==> src/rtl/updown_count_ctrl.sv <==
// Up/down counter with wrap/saturate boundaries and an LED flash burst on boundary crossings.
// Latency: count/led/bound_evt update on the edge that samples a pulse; pulses are dropped while busy.
module updown_count_ctrl #(
  parameter int WIDTH         = 4,
  parameter int FLASH_CYCLES  = 4,
  parameter int FLASH_TOGGLES = 3
) (
  input  logic             clk,
  input  logic             rst_p,
  input  logic             up_pulse,
  input  logic             down_pulse,
  input  logic             clr_pulse,
  input  logic             sat_mode,
  input  logic             step_sel,
  output logic [WIDTH-1:0] count,
  output logic [WIDTH-1:0] led,
  output logic             bound_evt,
  output logic             busy
);

  localparam int CW = $clog2(FLASH_CYCLES + 1);
  localparam int PW = $clog2(FLASH_TOGGLES + 1);
  localparam logic [CW-1:0]    CYC_LAST  = CW'(FLASH_CYCLES - 1);
  localparam logic [PW-1:0]    PAIR_LAST = PW'(FLASH_TOGGLES - 1);
  localparam logic [WIDTH-1:0] MAX       = '1;

  typedef enum logic [1:0] {IDLE, FLASH_ON, FLASH_OFF} state_t;

  state_t           r_state, w_state_nxt;
  logic [WIDTH-1:0] r_count, w_count_nxt;
  logic [WIDTH-1:0] r_led, w_led_nxt;
  logic             r_bound_evt, w_bound_nxt;
  logic [CW-1:0]    r_cyc, w_cyc_nxt;
  logic [PW-1:0]    r_pair, w_pair_nxt;

  logic [WIDTH:0]   w_step, w_sum, w_diff;
  logic             w_up, w_dn;

  // One extra bit catches the carry/borrow that marks a boundary crossing.
  assign w_step = (WIDTH+1)'(step_sel) + (WIDTH+1)'(1);
  assign w_sum  = {1'b0, r_count} + w_step;
  assign w_diff = {1'b0, r_count} - w_step;
  assign w_up   = up_pulse & ~down_pulse;
  assign w_dn   = down_pulse & ~up_pulse;

  always_ff @(posedge clk or posedge rst_p) begin
    if (rst_p) begin
      r_state     <= IDLE;
      r_count     <= '0;
      r_led       <= '0;
      r_bound_evt <= 1'b0;
      r_cyc       <= '0;
      r_pair      <= '0;
    end else begin
      r_state     <= w_state_nxt;
      r_count     <= w_count_nxt;
      r_led       <= w_led_nxt;
      r_bound_evt <= w_bound_nxt;
      r_cyc       <= w_cyc_nxt;
      r_pair      <= w_pair_nxt;
    end
  end

  always_comb begin
    w_state_nxt = r_state;
    w_count_nxt = r_count;
    w_led_nxt   = r_led;
    w_bound_nxt = 1'b0;
    w_cyc_nxt   = r_cyc;
    w_pair_nxt  = r_pair;

    if (clr_pulse) begin
      w_state_nxt = IDLE;
      w_count_nxt = '0;
      w_led_nxt   = '0;
      w_cyc_nxt   = '0;
      w_pair_nxt  = '0;
    end else begin
      case (r_state)
        IDLE: begin
          if (w_up) begin
            w_count_nxt = w_sum[WIDTH-1:0];
            if (w_sum[WIDTH]) begin
              w_bound_nxt = 1'b1;
              if (sat_mode) w_count_nxt = MAX;
            end
          end else if (w_dn) begin
            w_count_nxt = w_diff[WIDTH-1:0];
            if (w_diff[WIDTH]) begin
              w_bound_nxt = 1'b1;
              if (sat_mode) w_count_nxt = '0;
            end
          end
          if (w_bound_nxt) begin
            w_state_nxt = FLASH_ON;
            w_led_nxt   = '1;
            w_cyc_nxt   = '0;
            w_pair_nxt  = '0;
          end else begin
            w_led_nxt = w_count_nxt;
          end
        end
        FLASH_ON: begin
          if (r_cyc == CYC_LAST) begin
            w_state_nxt = FLASH_OFF;
            w_led_nxt   = '0;
            w_cyc_nxt   = '0;
          end else begin
            w_cyc_nxt = r_cyc + CW'(1);
          end
        end
        FLASH_OFF: begin
          if (r_cyc == CYC_LAST) begin
            w_cyc_nxt = '0;
            if (r_pair == PAIR_LAST) begin
              w_state_nxt = IDLE;
              w_led_nxt   = r_count;
              w_pair_nxt  = '0;
            end else begin
              w_state_nxt = FLASH_ON;
              w_led_nxt   = '1;
              w_pair_nxt  = r_pair + PW'(1);
            end
          end else begin
            w_cyc_nxt = r_cyc + CW'(1);
          end
        end
        default: begin
          w_state_nxt = IDLE;
          w_led_nxt   = r_count;
          w_cyc_nxt   = '0;
          w_pair_nxt  = '0;
        end
      endcase
    end
  end

  assign count     = r_count;
  assign led       = r_led;
  assign bound_evt = r_bound_evt;
  assign busy      = (r_state != IDLE);

endmodule

==> config.mk <==
export PLATFORM = sky130hd
export DESIGN_NAME = updown_count_ctrl
export DESIGN_NICKNAME = d
export VERILOG_FILES = /design/src/rtl/updown_count_ctrl.sv
export SDC_FILE = /design/constraint.sdc
export NUM_CORES = 1
export LEC_CHECK = 0
export ABC_CLOCK_PERIOD_IN_PS = 6800
export CAP_MARGIN = 10
export CORE_AREA = 4 4 45 86
export DETAILED_ROUTE_END_ITERATION = 10
export DIE_AREA = 0 0 49 90
export MAX_ROUTING_LAYER = met4
export PLACE_DENSITY = 0.68
export SKIP_LAST_GASP = 1
export SLEW_MARGIN = 10
export SYNTH_ARGS = -nofsm -noshare
export SYNTH_HDL_FRONTEND = slang
export SYNTH_SLANG_ARGS = --single-unit
export TNS_END_PERCENT = 5
==> constraint.sdc <==
create_clock -name clk -period 6.8 [get_ports clk]
set_input_delay 2.04 -clock clk [delete_from_list [all_inputs] [get_ports clk]]
set_output_delay 2.04 -clock clk [all_outputs]
set_load 0.05 [all_outputs]
; Yosys cells after proc, flatten, opt, wreduce, memory -nomap -nowiden
; Index checks and enable logic that the tools add are counted.
[word_totals]
in_bits = 7
ff_bits = 16
elab_cells = 67
out_inout_bits = 10
[op_classes]
bitwise = 4
eq_ne = 8
reduce_logical = 7
add_sub_neg = 5
mux = 37
[op_table]
columns = operator, n
row1 = 2-to-1 mux 4 bit, 13
row2 = 2-to-1 mux 2 bit, 8
row3 = case mux 2 bit (3 select lines), 2
row4 = case mux 4 bit (3 select lines), 1
row5 = 2-to-1 mux 1 bit, 9
row6 = 2-to-1 mux 3 bit, 3
row7 = inequality test 3 bit (second input constant), 2
row8 = case mux 3 bit (2 select lines), 1
row9 = AND reduction 3 bit, 2
row10 = adder 4 x 2 -> 5 bit, 1
row11 = subtractor 4 x 2 -> 5 bit, 1
row12 = == test 2 bit (second input constant), 2
row13 = nonzero test 2 bit, 2
row14 = adder 3 x 1 -> 3 bit (second input constant), 1
row15 = == test 3 x 2 -> 1 bit (second input constant), 1
row16 = inequality test 3 x 2 -> 1 bit (second input constant), 1
row17 = adder 1 x 1 -> 2 bit (second input constant), 1
row18 = adder 2 x 1 -> 2 bit (second input constant), 1
row19 = bitwise AND 1 bit, 2
row20 = == test 2 x 1 -> 1 bit (second input constant), 1
row21 = zero test 2 bit, 1
row22 = inequality test 2 bit (second input constant), 1
row23 = NOT 1 bit, 2
row24 = AND reduction 2 bit, 1
row25 = OR reduction 2 bit, 1

; Logic depth before layout (Yosys ltp)
; Gate-level depths: netlist of run 1.
[depth]
depth_word = 10
depth_mapped = 9
depth_no_buf = 9

; Worst setup path after synthesis of run 1
; Ideal clock, no wire load.
[synth_timing]
kind = input to register
from = input step_sel
to = register r_pair[0]
setup_ns = 0.080
arrival_ns = 4.329
required_time_ns = 6.720
path_stages = 9
path_buffers = 0
setup_slack_ns = 2.391
path_cell_list = inv_1 -> ha_1 -> inv_2 -> fa_1 -> or4b_4 -> o221ai_4 -> nand2_4 -> or4b_4 -> o22ai_2
[synth_between]
elab_chain_cells = 9
word_cells_on_any_way = 11
cone_classes = add/sub (3) / eq/ne (1) / mux (6) / reduce/logical (1)
[synth_lines]
columns = item, line
row1 = from (decl), 14  ; input logic step_sel,
row2 = adder 1 x 1 -> 2 bit *, 40  ; assign w_step = (WIDTH+1)'(step_sel) + (WIDTH+1)'(1);
row3 = subtractor 4 x 2 -> 5 bit, 42  ; assign w_diff = {1'b0, r_count} - w_step;
row4 = 2-to-1 mux 1 bit, 89  ; if (w_diff[WIDTH]) begin
row5 = 2-to-1 mux 1 bit, 87  ; end else if (w_dn) begin
row6 = 2-to-1 mux 1 bit *, 81  ; if (w_up) begin
row7 = 2-to-1 mux 1 bit *, 79  ; case (r_state)
row8 = 2-to-1 mux 1 bit *, 72  ; if (clr_pulse) begin
row9 = inequality test 3 x 2 -> 1 bit (no line) *, -
row10 = AND reduction 3 bit (no line) *, -
row11 = to (signal assigned), 60  ; r_pair <= w_pair_nxt;
row12 = to (decl), 34  ; logic [PW-1:0] r_pair, w_pair_nxt;
; Mark *: on every way between the ends. The rest lies on a longest branch, timed or not. The select of a mux whose other input is x is not followed.
; A chain may end at the register's enable or synchronous reset.

; Worst setup path after layout of run 1
; Same ends and word-level chain as after synthesis.

==> results of run 1 <==
-- per-stage QoR --
step / hold WS [ps] / cells / area, um^2
floorplan: 477 / 135 / 1230
global placement: 470 / 177 / 1410
detailed placement: 474 / 177 / 1410
CTS: 488 / 180 / 1450
global route: 511 / 180 / 1450
finish: 480 / 180 / 1450
-- cell type report --
class                   count  share of cell area (%)
flip-flops and latches     16                    27.7
inverters                  13                    3.37
multi-input cells         101                    52.3
repair buffers             16                    11.1
well taps                  31                    2.68
clock buffers               3                    2.85
-- report_power, final --
group	switching (mW)	internal, mW
registers	0.0328	0.118
logic	0.184	0.109
clock network	0.0314	0.0393
total	0.249	0.266
-- final timing paths --
kind / from / end / slack, ps / depth (start not counted)
max: step_sel / r_pair[0] / 2070 / 10
min: led[1] / led[1] / 480 / 2
max reg2reg: count[0] / r_pair[0] / 3980 / 9
min reg2reg: led[1] / led[1] / 480 / 2
max in group asynchronous: rst_p / count[0] / 4240 / 2
min in group asynchronous: rst_p / r_cyc[0] / 2160 / 2
-- cell usage in the layout (no fill, tap or decap), types with 4 or more instances in the layout --
master           netlist  final
a21oi_1               10     10
nand2b_1               7      7
inv_1                 12     12
nor2b_1                4      4
dfrtp_1               16     16
nand2_1                9      9
o21ai_0                4      4
ha_1                   9      9
nand3_1               10     10
nor2_1                 7      7
clkdlybuf4s50_1        0     16
-- registers in the layout, summed over array words and instances, names as in the netlist --
| name | cells |
|---|---|
| r_cyc | 3 |
| r_state | 2 |
| count | 4 |
| bound_evt | 1 |
| r_pair | 2 |
| led | 4 |
-- routing by layer --
metal / vias to the layer above / track usage, %
met5: - / -
met2: 14 / 26.5
met3: 4 / 2.48
met4: 0 / 4.94
met1: 511 / 14.8
li1: 514 / -
-- critical path: cells and delay by family --
family / cells / cell delay, ps
buf+inv: 3 / 660
fa+ha+maj: 2 / 570
compound gates: 2 / 440
simple gates: 3 / 1180
-- cells by family (layout without fill, tap and decap cells) --
kind of cell               after synthesis  in the layout  synth area share [%]
and+or+nand+nor                         52             52                  24.8
AOI/OAI and AO/OA                       35             35                  22.0
buffers and inverters                   18             32                  6.09
DFF                                     16             16                  32.5
adders and majority gates               11             11                  12.4
xor gates and xnor gates                 2              2                  1.42
muxes                                    1              1                 0.812
==> metrics.md, run 1 <==
| Metric | Value |
|---|---|
| Layout Skew | roughly 1.2 ps |
| Top Layer Used | met4 |
| Die H | 90 um |
| Number of flops mapped to enable cells by yosys | 0 |
| Vias in the first global route | around 1100 |
| P_leak | a little over 0.6 nW |
| Detailed Place HPWL | 2330 um |
| First DRT Iteration DRCs | 47 |
| Slew @ Worst Pin | 612 ps |
| Vias | ~1000 |
| Chip width | just under 50 um |
| Clock transition at path regs | around 60 ps |
| Syn. warnings | 0 |
| Period utilization | slightly below 70% |
| Slew headroom | between 50 and 60% |
| Metal2 WL | around 1700 um |
| Mapped cell area | approximately 1200 um^2 |
| PwrDens | 356 nW/um^2 |
| DR vias/cell | approximately 5.8 |
| Metal-1 WL | ~1100 um |
| Final antenna-violating net count | 0 |
| Ys flop type | dfrtp_1 |
| Antenna violations before repair | 0 |
| Syn Nets | 153 |
| Synth top area share | 32.5% |
| Share of cells above drive strength 1 | under 10% |
| Most used cell, CP | or4b_4 |
| Core ar. | around 3200 um^2 |
| Commonest cells post-synth | dfrtp_1, inv_1, a21oi_1, nand3_1 |
| Clk Latency, worst-skew pair | around 250 ps |
| Syn avg cell area | a little over 9 um^2 |
| Area growth syn-to-layout | 17.4% |
| Fin. Hold Viols | 0 |
| Fmax | roughly 210 MHz |
| DRC | 0 |
| RD Place Congestion | approximately 0.85 |
| Post-synthesis instance total | between 100 and 150 |
| Multi-input gate area | between 700 and 800 um^2 |
| First-pass GRT wire length | around 5000 um |
| Number of diodes | 0 |
| DR pass1 iterations | 4 |
| Status | complete, no violations |
| Hold_buf cts | 0 |
| Cell accounting for the most synthesized area | dfrtp_1 |
| Clk root buf | clkbuf_8 |
| Post-synthesis cell type count | 45 |
| Tot Pwr | between 500 and 600 uW |
| Met3 Wirelength | between 80 and 90 um |
| Arrival time at the worst endpoint | between 4000 and 5000 ps |
| Crit path largest cell delay | just under 600 ps |
| Tmin final | 4730 ps |
| Port bufs | 16 |
| Area contributors post-synth | dfrtp_1, ha_1, a21oi_1 |
| Num CTS Buffers | 3 |
| Routed Wire Length | between 2000 and 3000 um |
| Maximum vdd drop | 0.141 mV |
| HP Class | flop to flop |
| Total track usage | between 10% and 20% |
| Sink Count | 16 |
| Slew Viols, Final | 0 |
| Overflow after GRT | 0 |
| Worst-path fanout max | 5 |
| Largest net degree at the start of global routing | 18 |
| Most common cell in the netlist | dfrtp_1 |
| Worst path cell trace | clkdlybuf4s50_1 -> inv_1 -> ha_1 -> inv_2 -> fa_1 -> or4b_4 -> o221ai_4 -> nand2_4 -> or4b_4 -> o22ai_2 |
| Final worst slack | slightly above 2000 ps |
| CP Data Required Time | ~7000 ps |
| Startpoint types | input port |
| Setup Slack @ Placement | around 1800 ps |
| Yosys reg bits | 16 |
| Post-synthesis async set-or-reset flop share | 100% |
| Initial Utilization | 38.6% |
| Max_cap viols | 0 |
| Register area | around 400 um^2 |
| Setup TNS | 0 ps |
| Final #Nets | between 150 and 200 |
| Max H-tree Level | 1 |
| CP max stage cell | or4b_4 |
| # IOs | 17 |
| Setup Viol. Count Final | 0 |
| Final cell utilization of the core | 45.3% |
| CTS tree | done |
| WL/cell | around 16 um |
| Setup repair bufs after CTS | 0 |
| Bufs on Longest Clock Path | 2 |
| Crit Path Category | input port to flop |
| Die ar. | roughly 4400 um^2 |
| Fillcell total | about 330 |
| RSZ-0062 raised after global routing | false |
| Row Count | 29 |
| CP endpoint kind | flop |
| Sequential cell area fraction in the yosys report | about a third |
| Post-CTS resize count | 0 |
No activity file was read; power rests on OpenSTA's default activity.
==> run 2, diff against run 1 <==
--- a/config.mk
+++ b/config.mk
@@ -5,13 +5,13 @@
 export SDC_FILE = /design/constraint.sdc
 export NUM_CORES = 1
 export LEC_CHECK = 0
-export ABC_CLOCK_PERIOD_IN_PS = 6800
+export ABC_CLOCK_PERIOD_IN_PS = 4000
 export CAP_MARGIN = 10
 export CORE_AREA = 4 4 45 86
 export DETAILED_ROUTE_END_ITERATION = 10
 export DIE_AREA = 0 0 49 90
 export MAX_ROUTING_LAYER = met4
-export PLACE_DENSITY = 0.68
+export PLACE_DENSITY = 0.7
 export SKIP_LAST_GASP = 1
 export SLEW_MARGIN = 10
 export SYNTH_ARGS = -nofsm -noshare
==> constraint.sdc (replaced) <==
create_clock -name clk -period 4 [get_ports clk]
set_input_delay 1.2 -clock clk [delete_from_list [all_inputs] [get_ports clk]]
set_output_delay 1.2 -clock clk [all_outputs]
set_load 0.05 [all_outputs]
==> run 2 against run 1 <==
  * Power grew 78%
  * Clock power grew 110%
  * Register-to-register slack lost 2800 ps
  * Utilization grew 0.90 points
  * Non-clock buffer count grew 2
  * Global-route usage grew 0.83 points
  * Flip-flop and latch count is the same
  * Cell count grew 1.7%
==> metrics.md, run 2 (synthesis gave the netlist of run 1 again) <==
| Metric | Value |
|---|---|
| Setup repair bufs after CTS | 0 |
| Slew headroom | between 50% and 60% |
| Max_cap viols | 0 |
| Final antenna-violating net count | 0 |
| Register area | between 400 and 500 um^2 |
| Fillcell total | roughly 320 |
| Placed inst area | roughly 1400 um^2 |
| Number of diodes | 0 |
| Arrival time at the worst endpoint | just under 4000 ps |
| Status | complete, no violations |
| Setup TNS | 0 ps |
| Tmin final | roughly 3800 ps |
| Chip width | 49 um |
| First DRT Iteration DRCs | 34 |
| Max H-tree Level | 1 |
| Detailed Place HPWL | approximately 2500 um |
| Slew @ Worst Pin | roughly 620 ps |
| CTS tree | done |
| Area growth syn-to-layout | 19.7% |
| Hold Slack | around 490 ps |
| Port bufs | 16 |
| Fmax | ~260 MHz |
| WL/cell | between 15 and 20 um |
| Row Count | 29 |
| Sink Count | 16 |
| DRC | 0 |
| # IOs | 17 |
| Core ar. | between 3000 and 4000 um^2 |
| PwrDens | 622 nW/um^2 |
| Largest net degree at the start of global routing | 18 |
| Bufs on Longest Clock Path | 2 |
| RD Place Congestion | between 0.8 and 0.9 |
| Routed Wire Length | ~3200 um |
| RSZ-0062 raised after global routing | false |
| Clk root buf | clkbuf_8 |
| Clock transition at path regs | around 70 ps |
| Die ar. | between 4000 and 5000 um^2 |
| First-pass GRT wire length | between 5000 and 6000 um |
| HP Class | flop to flop |
| CP endpoint kind | flop |
| Antenna violations before repair | 0 |
| Overflow after GRT | 0 |
| Fin. Hold Viols | 0 |
| Setup Slack @ Placement | -35.6 ps |
| Final worst slack | 214 ps |
| Worst-path fanout max | 5 |
| Clk Latency, worst-skew pair | between 200 and 300 ps |
| DR pass1 iterations | 4 |
| CP Data Required Time | 4180 ps |
| Post-CTS resize count | 0 |
| Setup Viol. Count Final | 0 |
| Share of cells above drive strength 1 | 9.21% |
| Startpoint types | input port |
| P_leak | about 0.62 nW |
| Maximum vdd drop | 0.230 mV |
| Most frequent cells in the layout | dfrtp_1, clkdlybuf4s50_1, inv_1, nand3_1, a21oi_1 |
| Period utilization | a little over nine tenths |
| Hold_buf cts | 0 |
| Final #Nets | about 170 |
| Multi-input gate area | approximately 760 um^2 |
| Die H | roughly 90 um |
| Vias in the first global route | ~1200 |
| Num CTS Buffers | 3 |
| Crit Path Category | input port to flop |
| Layout Skew | roughly 1.8 ps |
| Vias | 1107 |
| Initial Utilization | slightly below 40% |
| Finished layout cell area | ~1500 um^2 |
| Slew Viols, Final | 0 |
| DR vias/cell | 6.05 |
| Total track usage | 15.3% |
run 2: where the power goes:
group	switching (mW)	total, mW	leakage [nW]	internal [mW]
clock	0.0602	0.148	0.0288	0.0875
combinational	0.324	0.514	0.377	0.190
sequential	0.0545	0.255	0.217	0.201
total	0.438	0.917	0.623	0.479
run 2: path summary, 6_finish.rpt:
path	from	endpoint	slack, ps	depth (start not counted)
min reg2reg	led[2]	led[2]	490	2
max	step_sel	r_pair[0]	210	10
max reg2reg	count[0]	r_pair[0]	1200	9
min	led[2]	led[2]	490	2
max in group asynchronous	rst_p	led[3]	2270	2
min in group asynchronous	rst_p	bound_evt	1320	2
run 2: routing by layer:
layer  vias to the layer above  track usage (%)  wire (um)
met1                       538             13.0       1100
met5                         -                -          0
met3                        10             2.81        111
met4                         0             8.99        127
li1                        525                -          -
met2                        34             28.9       1850
run 2: critical path: stages:
cell	delay, ps
clkdlybuf4s50_1	440
inv_1	140
ha_1	180
inv_2	50
fa_1	370
or4b_4	590
o221ai_4	230
nand2_4	90
or4b_4	510
o22ai_2	170
run 2: area by class of cell:
class | instances | area share, %
repair buffers | 18 | 11.9
well taps | 31 | 2.63
inverters | 13 | 3.31
multi-input cells | 101 | 51.3
flip-flops and latches | 16 | 27.1
clock buffers | 4 | 3.73
run 2: stage by stage:
| step | util (%) | power (mW) | cells |
|---|---|---|---|
| after floorplan | - | 0.613 | 135 |
| after CTS | 46.2 | 0.922 | 183 |
| after global routing | 46.2 | 0.970 | 183 |
| final | 46.2 | 0.917 | 183 |
| after global placement | 44.5 | 0.761 | 179 |
| after detailed placement | 44.5 | 0.773 | 179 |
==> run 3, diff against run 2 <==
--- a/config.mk
+++ b/config.mk
@@ -5,13 +5,13 @@
 export SDC_FILE = /design/constraint.sdc
 export NUM_CORES = 1
 export LEC_CHECK = 0
-export ABC_CLOCK_PERIOD_IN_PS = 4000
+export ABC_CLOCK_PERIOD_IN_PS = 4500
 export CAP_MARGIN = 10
 export CORE_AREA = 4 4 45 86
 export DETAILED_ROUTE_END_ITERATION = 10
 export DIE_AREA = 0 0 49 90
 export MAX_ROUTING_LAYER = met4
-export PLACE_DENSITY = 0.7
+export PLACE_DENSITY = 0.68
 export SKIP_LAST_GASP = 1
 export SLEW_MARGIN = 10
 export SYNTH_ARGS = -nofsm -noshare
==> constraint.sdc (replaced) <==
create_clock -name clk -period 4.5 [get_ports clk]
set_input_delay 1.35 -clock clk [delete_from_list [all_inputs] [get_ports clk]]
set_output_delay 1.35 -clock clk [all_outputs]
set_load 0.05 [all_outputs]
==> run 3 against run 2 <==
  * First-iteration DRC count is 12% lower
  * Sequential power fell by 10%
  * Register-to-register slack better by 460 ps
  * Non-clock buffer count fell by 2
  * Combinational power is 14% lower
  * Critical path depth is the same
  * Clock skew grew 2.5 ps
  * Worst setup slack gained 240 ps
  * Count of clock-buffer cells in the layout decreased by 1
  * Flip-flop and latch count unchanged
  * Global-route usage decreased by 0.58 points
  * Power is 15% lower
  * Critical path type unchanged
==> metrics.md, run 3 (synthesis gave the netlist of run 1 again) <==
| Metric | Value |
|---|---|
| Final antenna-violating net count | 0 |
| Register area | between 400 and 500 um^2 |
| GR Util met2 | 25.1% |
| Setup TNS | 0 ps |
| Core ar. | 3190 um^2 |
| Clock transition at path regs | approximately 60 ps |
| Period utilization | 89.9% |
| Startpoint types | input port |
| DRC | 0 |
| Share of cells above drive strength 1 | 7.38% |
| Status | complete, no violations |
| Hold worst-path end | led[0] |
| Max H-tree Level | 1 |
| CTS tree | done |
| CP Data Required Time | between 4000 and 5000 ps |
| Crit Path Category | input port to flop |
| Die H | 90 um |
| Tmin final | between 4000 and 5000 ps |
| DR pass1 iterations | 4 |
| Antenna violations before repair | 0 |
| Slew headroom | 59.2% |
| Met1 Track Usage GR | between 10% and 20% |
| Multi-input gate area | ~760 um^2 |
| Num CTS Buffers | 3 |
| RSZ-0062 raised after global routing | false |
| DR vias/cell | ~5.9 |
| Initial Utilization | 38.6% |
| Arrival time at the worst endpoint | 4220 ps |
| Die ar. | 4410 um^2 |
| Vias in the first global route | 1084 |
| HP Class | flop to flop |
| CP endpoint kind | flop |
| Overflow after GRT | 0 |
| Total track usage | approximately 15% |
| Chip width | between 40 and 50 um |
| Routed Wire Length | around 2900 um |
| RR Startpoint | count[0] |
| Post-CTS resize count | 0 |
| Slew Viols, Final | 0 |
| # IOs | 17 |
| Row Count | 29 |
| R2R Path End | r_pair[0] |
| Max_cap viols | 0 |
| Bufs on Longest Clock Path | 2 |
| RD Place Congestion | 0.846 |
| Layout Skew | about 4.3 ps |
| Setup Viol. Count Final | 0 |
| Met3 Resource Use GR | about 3.0% |
| PwrDens | 538 nW/um^2 |
| Slew @ Worst Pin | around 610 ps |
| P_leak | 0.606 nW |
| Number of diodes | 0 |
| Most used cell, CP | or4b_4 |
| Worst path cell trace | clkdlybuf4s50_1 -> inv_1 -> ha_1 -> inv_2 -> fa_1 -> or4b_4 -> o221ai_4 -> nand2_4 -> or4b_4 -> o22ai_2 |
| Fin. Hold Viols | 0 |
| WL/cell | around 16 um |
| Maximum vdd drop | around 0.24 mV |
| Fillcell total | between 300 and 400 |
| Hold depth | 2 |
| Port bufs | 16 |
| First DRT Iteration DRCs | 30 |
| First-pass GRT wire length | roughly 5000 um |
| Hold_buf cts | 0 |
| Clk root buf | clkbuf_8 |
| Worst R2R Path Depth | 9 |
| Vias | roughly 1100 |
| Clk Latency, worst-skew pair | around 250 ps |
| Largest net degree at the start of global routing | 18 |
| CP max stage cell | or4b_4 |
| Crit path largest cell delay | 590 ps |
| Worst Min Path Start | led[0] |
| Setup repair bufs after CTS | 0 |
| Area growth syn-to-layout | 17.4% |
| Detailed Place HPWL | approximately 2300 um |
| Worst-path fanout max | 5 |
| Final cell utilization of the core | ~45% |
| Fmax | roughly 250 MHz |
| Busiest grt layer | met2 |
| Final #Nets | about 170 |
| Reg2Reg Setup Slack | between 1500 and 2000 ps |
| Sink Count | 16 |
| Most frequent cells in the layout | dfrtp_1, clkdlybuf4s50_1, inv_1, nand3_1, a21oi_1 |
[run 3: per-stage QoR]
step / power [mW] / cells / hold slack, ps / worst slack (ps) / area (um^2)
detailed placement: 0.678 / 177 / 480 / 185 / 1410
finish: 0.779 / 180 / 485 / 453 / 1450
CTS: 0.788 / 180 / 492 / 446 / 1450
global placement: 0.668 / 177 / 470 / 242 / 1410
global route: 0.837 / 180 / 522 / 319 / 1450
floorplan: 0.545 / 135 / 477 / 781 / 1230
[run 3: where the power goes]
part	internal [mW]	switching (mW)
Sequential	0.179	0.0501
Combinational	0.164	0.279
Clock	0.0594	0.0473
Total	0.402	0.376
[run 3: area by class of cell]
type | instances | area share [%]
clock buffers | 3 | 2.85
inverters | 13 | 3.37
multi-input cells | 101 | 52.3
flip-flops and latches | 16 | 27.7
well taps | 31 | 2.68
repair buffers | 16 | 11.1
[run 3: worst max-delay path, delay by kind of cell]
family | cells | cell delay, ps
AND/OR/NAND/NOR | 3 | 1200
buffers and inverters | 3 | 660
adder cells (fa/ha/maj) | 2 | 570
AO/OA/AOI/OAI | 2 | 440
[run 3: how the worst max path moves through the flow]
| stage | to | slack (ps) | start |
|---|---|---|---|
| finish | r_pair[0] | 450 | step_sel |
| global route | r_pair[0] | 320 | step_sel |
| detailed placement | r_pair[0] | 180 | step_sel |
| CTS | r_pair[0] | 450 | step_sel |
| global placement | r_pair[0] | 240 | step_sel |
| floorplan | r_pair[0] | 780 | step_sel |
[run 3: routing by layer]
metal / part of all wire (%) / routed length (um)
met1: 37 / 1080
met2: 56 / 1640
met3: 3.7 / 106
met4: 2.6 / 75
met5: 0 / 0
